**src/rtl/reg_list_sequencer.sv**
```systemverilog
// Multi-register transfer engine for LDM/STM/PUSH/POP: walks a register mask,
// issues one word transfer per selected register and reports the writeback base.
module reg_list_sequencer #(
    parameter int ADDR_W = 32,
    parameter int DATA_W = 32
) (
    input  logic              clk,
    input  logic              rst,
    input  logic              start,
    input  logic              is_load,
    input  logic              dec_before,
    input  logic [15:0]       reg_list,
    input  logic [ADDR_W-1:0] base_addr,
    output logic [3:0]        rf_read_addr,
    input  logic [DATA_W-1:0] rf_read_data,
    output logic [3:0]        rf_write_addr,
    output logic [DATA_W-1:0] rf_write_data,
    output logic              rf_write_en,
    output logic              mem_req,
    output logic              mem_we,
    output logic [ADDR_W-1:0] mem_addr,
    output logic [DATA_W-1:0] mem_wdata,
    input  logic              mem_ready,
    input  logic [DATA_W-1:0] mem_rdata,
    output logic              busy,
    output logic              done,
    output logic              empty_err,
    output logic [ADDR_W-1:0] final_addr
);

    typedef enum logic [1:0] {IDLE, XFER, FINISH} state_t;

    state_t            state;
    logic [15:0]       mask;
    logic [ADDR_W-1:0] cur_addr;
    logic              load_q;

    logic [4:0]        list_cnt;
    logic [ADDR_W-1:0] span;
    logic [ADDR_W-1:0] first_addr;
    logic [ADDR_W-1:0] end_addr;
    logic [3:0]        cur_idx;
    logic [15:0]       mask_nxt;
    logic              xfer;

    function automatic logic [4:0] popcount16(input logic [15:0] v);
        logic [4:0] c;
        c = '0;
        for (int i = 0; i < 16; i++) c = c + 5'(v[i]);
        return c;
    endfunction

    // Scanning downward leaves the lowest set bit, so low registers map to low addresses.
    function automatic logic [3:0] lowest_set(input logic [15:0] v);
        logic [3:0] idx;
        idx = '0;
        for (int i = 15; i >= 0; i--) if (v[i]) idx = 4'(i);
        return idx;
    endfunction

    assign list_cnt   = popcount16(reg_list);
    assign span       = {{(ADDR_W-7){1'b0}}, list_cnt, 2'b00};
    assign first_addr = dec_before ? base_addr - span : base_addr;
    assign end_addr   = dec_before ? base_addr - span : base_addr + span;
    assign cur_idx    = lowest_set(mask);
    assign mask_nxt   = mask & ~(16'h0001 << cur_idx);
    assign xfer       = (state == XFER);

    // Request side is decoded from registered state so it stays stable through stalls.
    assign mem_req      = xfer;
    assign mem_we       = xfer & ~load_q;
    assign mem_addr     = xfer ? cur_addr : '0;
    assign rf_read_addr = cur_idx;
    assign mem_wdata    = mem_we ? rf_read_data : '0;

    always_ff @(posedge clk) begin
        if (rst) begin
            state         <= IDLE;
            mask          <= '0;
            cur_addr      <= '0;
            load_q        <= 1'b0;
            final_addr    <= '0;
            rf_write_en   <= 1'b0;
            rf_write_addr <= '0;
            rf_write_data <= '0;
            busy          <= 1'b0;
            done          <= 1'b0;
            empty_err     <= 1'b0;
        end else begin
            rf_write_en <= 1'b0;
            done        <= 1'b0;
            empty_err   <= 1'b0;
            case (state)
                IDLE: begin
                    if (start) begin
                        load_q     <= is_load;
                        mask       <= reg_list;
                        cur_addr   <= first_addr;
                        final_addr <= end_addr;
                        busy       <= 1'b1;
                        if (list_cnt == 5'd0) begin
                            state     <= FINISH;
                            done      <= 1'b1;
                            empty_err <= 1'b1;
                        end else begin
                            state <= XFER;
                        end
                    end
                end
                XFER: begin
                    if (mem_ready) begin
                        mask     <= mask_nxt;
                        cur_addr <= cur_addr + ADDR_W'(4);
                        if (load_q) begin
                            rf_write_en   <= 1'b1;
                            rf_write_addr <= cur_idx;
                            rf_write_data <= mem_rdata;
                        end
                        if (mask_nxt == 16'h0000) begin
                            state <= FINISH;
                            done  <= 1'b1;
                        end
                    end
                end
                FINISH: begin
                    state <= IDLE;
                    busy  <= 1'b0;
                end
                default: state <= IDLE;
            endcase
        end
    end

endmodule

```
**config.mk**
```make
export PLATFORM = sky130hd
export DESIGN_NAME = reg_list_sequencer
export DESIGN_NICKNAME = d
export VERILOG_FILES = /design/src/rtl/reg_list_sequencer.sv
export SDC_FILE = /design/constraint.sdc
export NUM_CORES = 1
export LEC_CHECK = 0
export BUFFER_PORTS_ARGS = -buffer_cell sky130_fd_sc_hd__buf_2
export CAP_MARGIN = 20
export CELL_PAD_IN_SITES_DETAIL_PLACEMENT = 1
export CELL_PAD_IN_SITES_GLOBAL_PLACEMENT = 2
export CORE_UTILIZATION = 30
export CTS_CLUSTER_SIZE = 40
export DETAILED_ROUTE_END_ITERATION = 8
export PLACE_DENSITY_LB_ADDON = 0.1
export SLEW_MARGIN = 20
export SYNTH_ARGS = -nofsm -noshare
export SYNTH_HDL_FRONTEND = slang
export SYNTH_SLANG_ARGS = --single-unit
```
**constraint.sdc**
```tcl
create_clock -name clk -period 17.8 [get_ports clk]
set_input_delay 1.78 -clock clk [delete_from_list [all_inputs] [get_ports clk]]
set_output_delay 1.78 -clock clk [all_outputs]
set_load 0.02 [all_outputs]
```
==> summary.md <==
| Metric | Value |
|---|---|
| Worst hold margin | `approximately 0.45 ns` |
| Register-to-register setup slack | `14.41 ns` |
| Avg Synthesized Cell Area | `7.430 um^2` |
| CTS Sinks | `123` |
| Hold Fails Final Rpt | `0` |
| CP max-delay cell | `a2111oi_4` |
| Number of synthesized flops with an enable pin | `0` |
| Via density | `about 5.3` |
| First-pass GRT wire length | `49.16 mm` |
| Hold Buf Count CTS | `0` |
| Std-Cell Rows | `60` |
| Synth cell count leaders | `164 x nand2_1, 123 x dfxtp_1, 121 x a21oi_1, 78 x clkbuf_1, 78 x nor2_1` |
| Vias in the first global route | `8588` |
| Post-Route Utilization | `0.3827` |
| Max Clock Skew | `0.01532 ns` |
| Worst-path fanout max | `7` |
| Die area | `roughly 28000 um^2` |
| Pin count of the biggest net entering global routing | `83` |
| # Max-Cap Violations | `0` |
| Post-synthesis sequential area ratio | `0.3013` |
| Num ports | `260` |
| Via count | `8716` |
| Core Box Area | `26800 um^2` |
| Drt pass-1 iters | `5` |
| Biggest area consumer among synthesized cells | `dfxtp_1` |
| Rel. slew slack | `0.3624` |
| Setup TNS | `0 ns` |
| Post-CTS setup buffer count | `0` |
| Critical Path Stages | `22` |
| PwrDens | `147.5 nW/um^2` |
| VDD IR-drop max | `0.07166 mV` |
| P&R area growth vs syn | `25.49%` |
| Int Power | `between 700 and 800 uW` |
| Gp weighted congestion | `0.8512` |
| Outcome | `finished, final reports clean` |
| Worst hold path type | `flip-flop to flip-flop` |
| Worst Reg-to-Reg Cells | `10` |
| Setup Viol. Count Final | `0` |
| IO buf count | `259` |
| Worst path cell trace | `buf_2 -> inv_1 -> fa_1 -> inv_1 -> fa_1 -> fa_1 -> inv_1 -> fa_1 -> inv_1 -> ha_1 -> fa_1 -> a21o_1 -> nand2_1 -> inv_1 -> ha_1 -> nor3_1 -> a2111oi_4 -> nand2_2 -> nor3_1 -> a41oi_1 -> or4_1 -> nand3_1` |
| Clock Tree Buf Depth | `2` |
| # resized after CTS | `0` |
| Reg2reg end | `cur_addr[28]` |
| CTS Buf Count | `17` |
| Top area cells in the synthesized netlist | `dfxtp_1 30%, nand2_1 7.5%, a21oi_1 7.4%, and2_1 5.1%, clkbuf_1 3.6%` |
| DRT Wirelength | `31.24 mm` |
| Data arrival time of the critical path | `between 7 and 8 ns` |
| Starting Density | `0.3049` |
| Leakage | `approximately 0.0044 uW` |
| Die width | `around 170 um` |
| Share of cells above drive strength 1 | `0.2506` |
| YS warnings | `0` |
| CP Launch Type | `primary input` |
| Antenna violations before repair | `2` |
| Die Y-Extent | `167.1 um` |
| Grt ovf | `0` |
| WL per Instance | `between 15 and 20 um` |
| Count of cell types in the netlist | `between 70 and 80` |
| # DRC | `0` |
| Area of the multi-input gates | `5259 um^2` |
| Slowest Stage Delay on Critical Path | `roughly 0.66 ns` |
| CP bufs+invs | `6` |
| Sw frac | `0.4828` |
| Max Slew Vio Count | `0` |
| Final Cell Area | `10260 um^2` |
| Ys flop type | `dfxtp_1` |
| CP Class | `primary input to flip-flop` |
| NetSw | `730.6 uW` |
| Syn Inst Count | `1100` |
| RSZ-0062 raised after global routing | `false` |
| Worst Tran Pin Value | `0.9550 ns` |
| Cell Area, Placed | `around 9700 um^2` |
| Gate power share | `0.511` |
| CP endpoint | `final_addr[31]` |
| Layout fillers | `3385` |
| Final period util | `0.3993` |
| Iteration-0 DRC Markers | `336` |
| Clock H-tree levels | `4` |
| Register area | `2462 um^2` |
| Worst-skew pair later-pin latency | `0.43 ns` |
| Critical Path RT | `roughly 18 ns` |
| Clock-pin slew on the worst setup and hold paths | `0.07 ns` |
| Post-synth ARST share | `0` |
| Post-Syn Nets | `1247` |
| Reg power frac | `0.254` |
| Crit end category | `flip-flop` |
| Ant diodes | `0` |
| Total power | `1513 uW` |
| Root Buffer | `clkbuf_16` |
| Final ANT Viol Nets | `0` |
| Yosys top cell area share | `0.3013` |
| R2R Path Start | `state[1]` |
| Post-layout min period | `between 7 and 8 ns` |
| DP HPWL | `around 23 mm` |
| Nets | `1451` |
| Clock share of power | `0.235` |
| Register bit total from synthesis | `about 120` |
| Count leader, synth | `nand2_1` |
| Gr usage total | `0.2239` |
| Fmax | `around 0.14 GHz` |
| Post-Syn Area | `8173 um^2` |
| Clock tree from TritonCTS | `done` |
| Critical path origin | `reg_list[5]` |
| Critical path's top delay family | `adder cells` |
state kept, by name, summed over array words and instances (netlist names):
| register | flops |
|---|---|
| empty_err | 1 |
| busy | 1 |
| mask | 16 |
| final_addr | 32 |
| rf_write_data | 32 |
| load_q | 1 |
| rf_write_en | 1 |
| done | 1 |
| cur_addr | 32 |
| state | 2 |
| rf_write_addr | 4 |
final cells by class:
type                    instances  area share
repair buffers                269      0.1340
clock inverters                15     0.01586
clock buffers                  17     0.04148
inverters                      39     0.01427
multi-input cells             854      0.5127
flip-flops and latches        123      0.2401
well taps                     341     0.04160
worst min-delay path: stages, from the launching register on:
cell and delay (ns):
dfxtp_1 0.31, nand2_1 0.05, a21oi_1 0.05
cells in the final DEF (no fill, tap or decap), types with 7 or more instances in the layout:
master     synthesis  final
a2111oi_0         10     10
a211oi_1           9      9
a21oi_1          121    121
a31oi_1           12     12
and2_1            66     66
and3_1            10      9
and4_1             8      8
buf_2              3    258
buf_4              0     11
clkbuf_16          0     17
dfxtp_1          123    123
fa_1              12     12
ha_1              17     17
inv_1             38     37
inv_8              0      7
nand2_1          164    164
nand2b_1          13     13
nand3_1           35     34
nand3b_1          18     18
nand4_1           12     12
nand4b_1          11     11
nor2_1            78     77
nor3_1            35     35
nor4_1            10     10
o211ai_1           7      7
o21ai_0           43     43
or4_1             11     11
xnor2_1           16     16
xor2_1            25     25
stage by stage:
stage / setup slack, ns / std cells
after floorplan: 10.92 / 1100
after global placement: 10.40 / 1626
after detailed placement: 10.21 / 1626
after CTS: 10.65 / 1658
after global routing: 10.33 / 1658
final: 10.69 / 1658
how the worst min path moves through the flow:
stage,from,end,slack (ns),cells after the start
CTS,final_addr[21],final_addr[21],0.45,2
global placement,rf_write_data[11],rf_write_data[11],0.44,2
global route,rf_write_data[24],rf_write_data[24],0.47,2
finish,final_addr[12],final_addr[12],0.45,2
floorplan,cur_addr[0],cur_addr[0],0.43,2
detailed placement,rf_write_data[4],rf_write_data[4],0.44,2
power groups by stage:
stage	sequential, uW	clock, uW	combinational (uW)
after floorplan	392	0	519
after global placement	390	0	774
after detailed placement	390	0	777
after CTS	384	367	784
after global routing	394	378	858
final	384	355	774
layer usage:
metal  share of wire  GRT usage  routed length (um)
met5         0.00042          0                  13
met4          0.0094    0.05233                 293
met3           0.040    0.03541                1264
met2            0.47     0.3689               14640
met1            0.48     0.3045               15020
logic make-up (layout without fill, tap and decap cells):
group,Yosys count,in the layout,share of synthesized area
buffers and inverters,123,340,0.05695
adders and majority gates,29,29,0.05542
AOI/OAI and AO/OA,263,263,0.1992
muxes,7,7,0.009032
and+or+nand+nor,514,514,0.3342
DFF,123,123,0.3013
xor gates and xnor gates,41,41,0.04394
(Power assumes the default switching activity.)
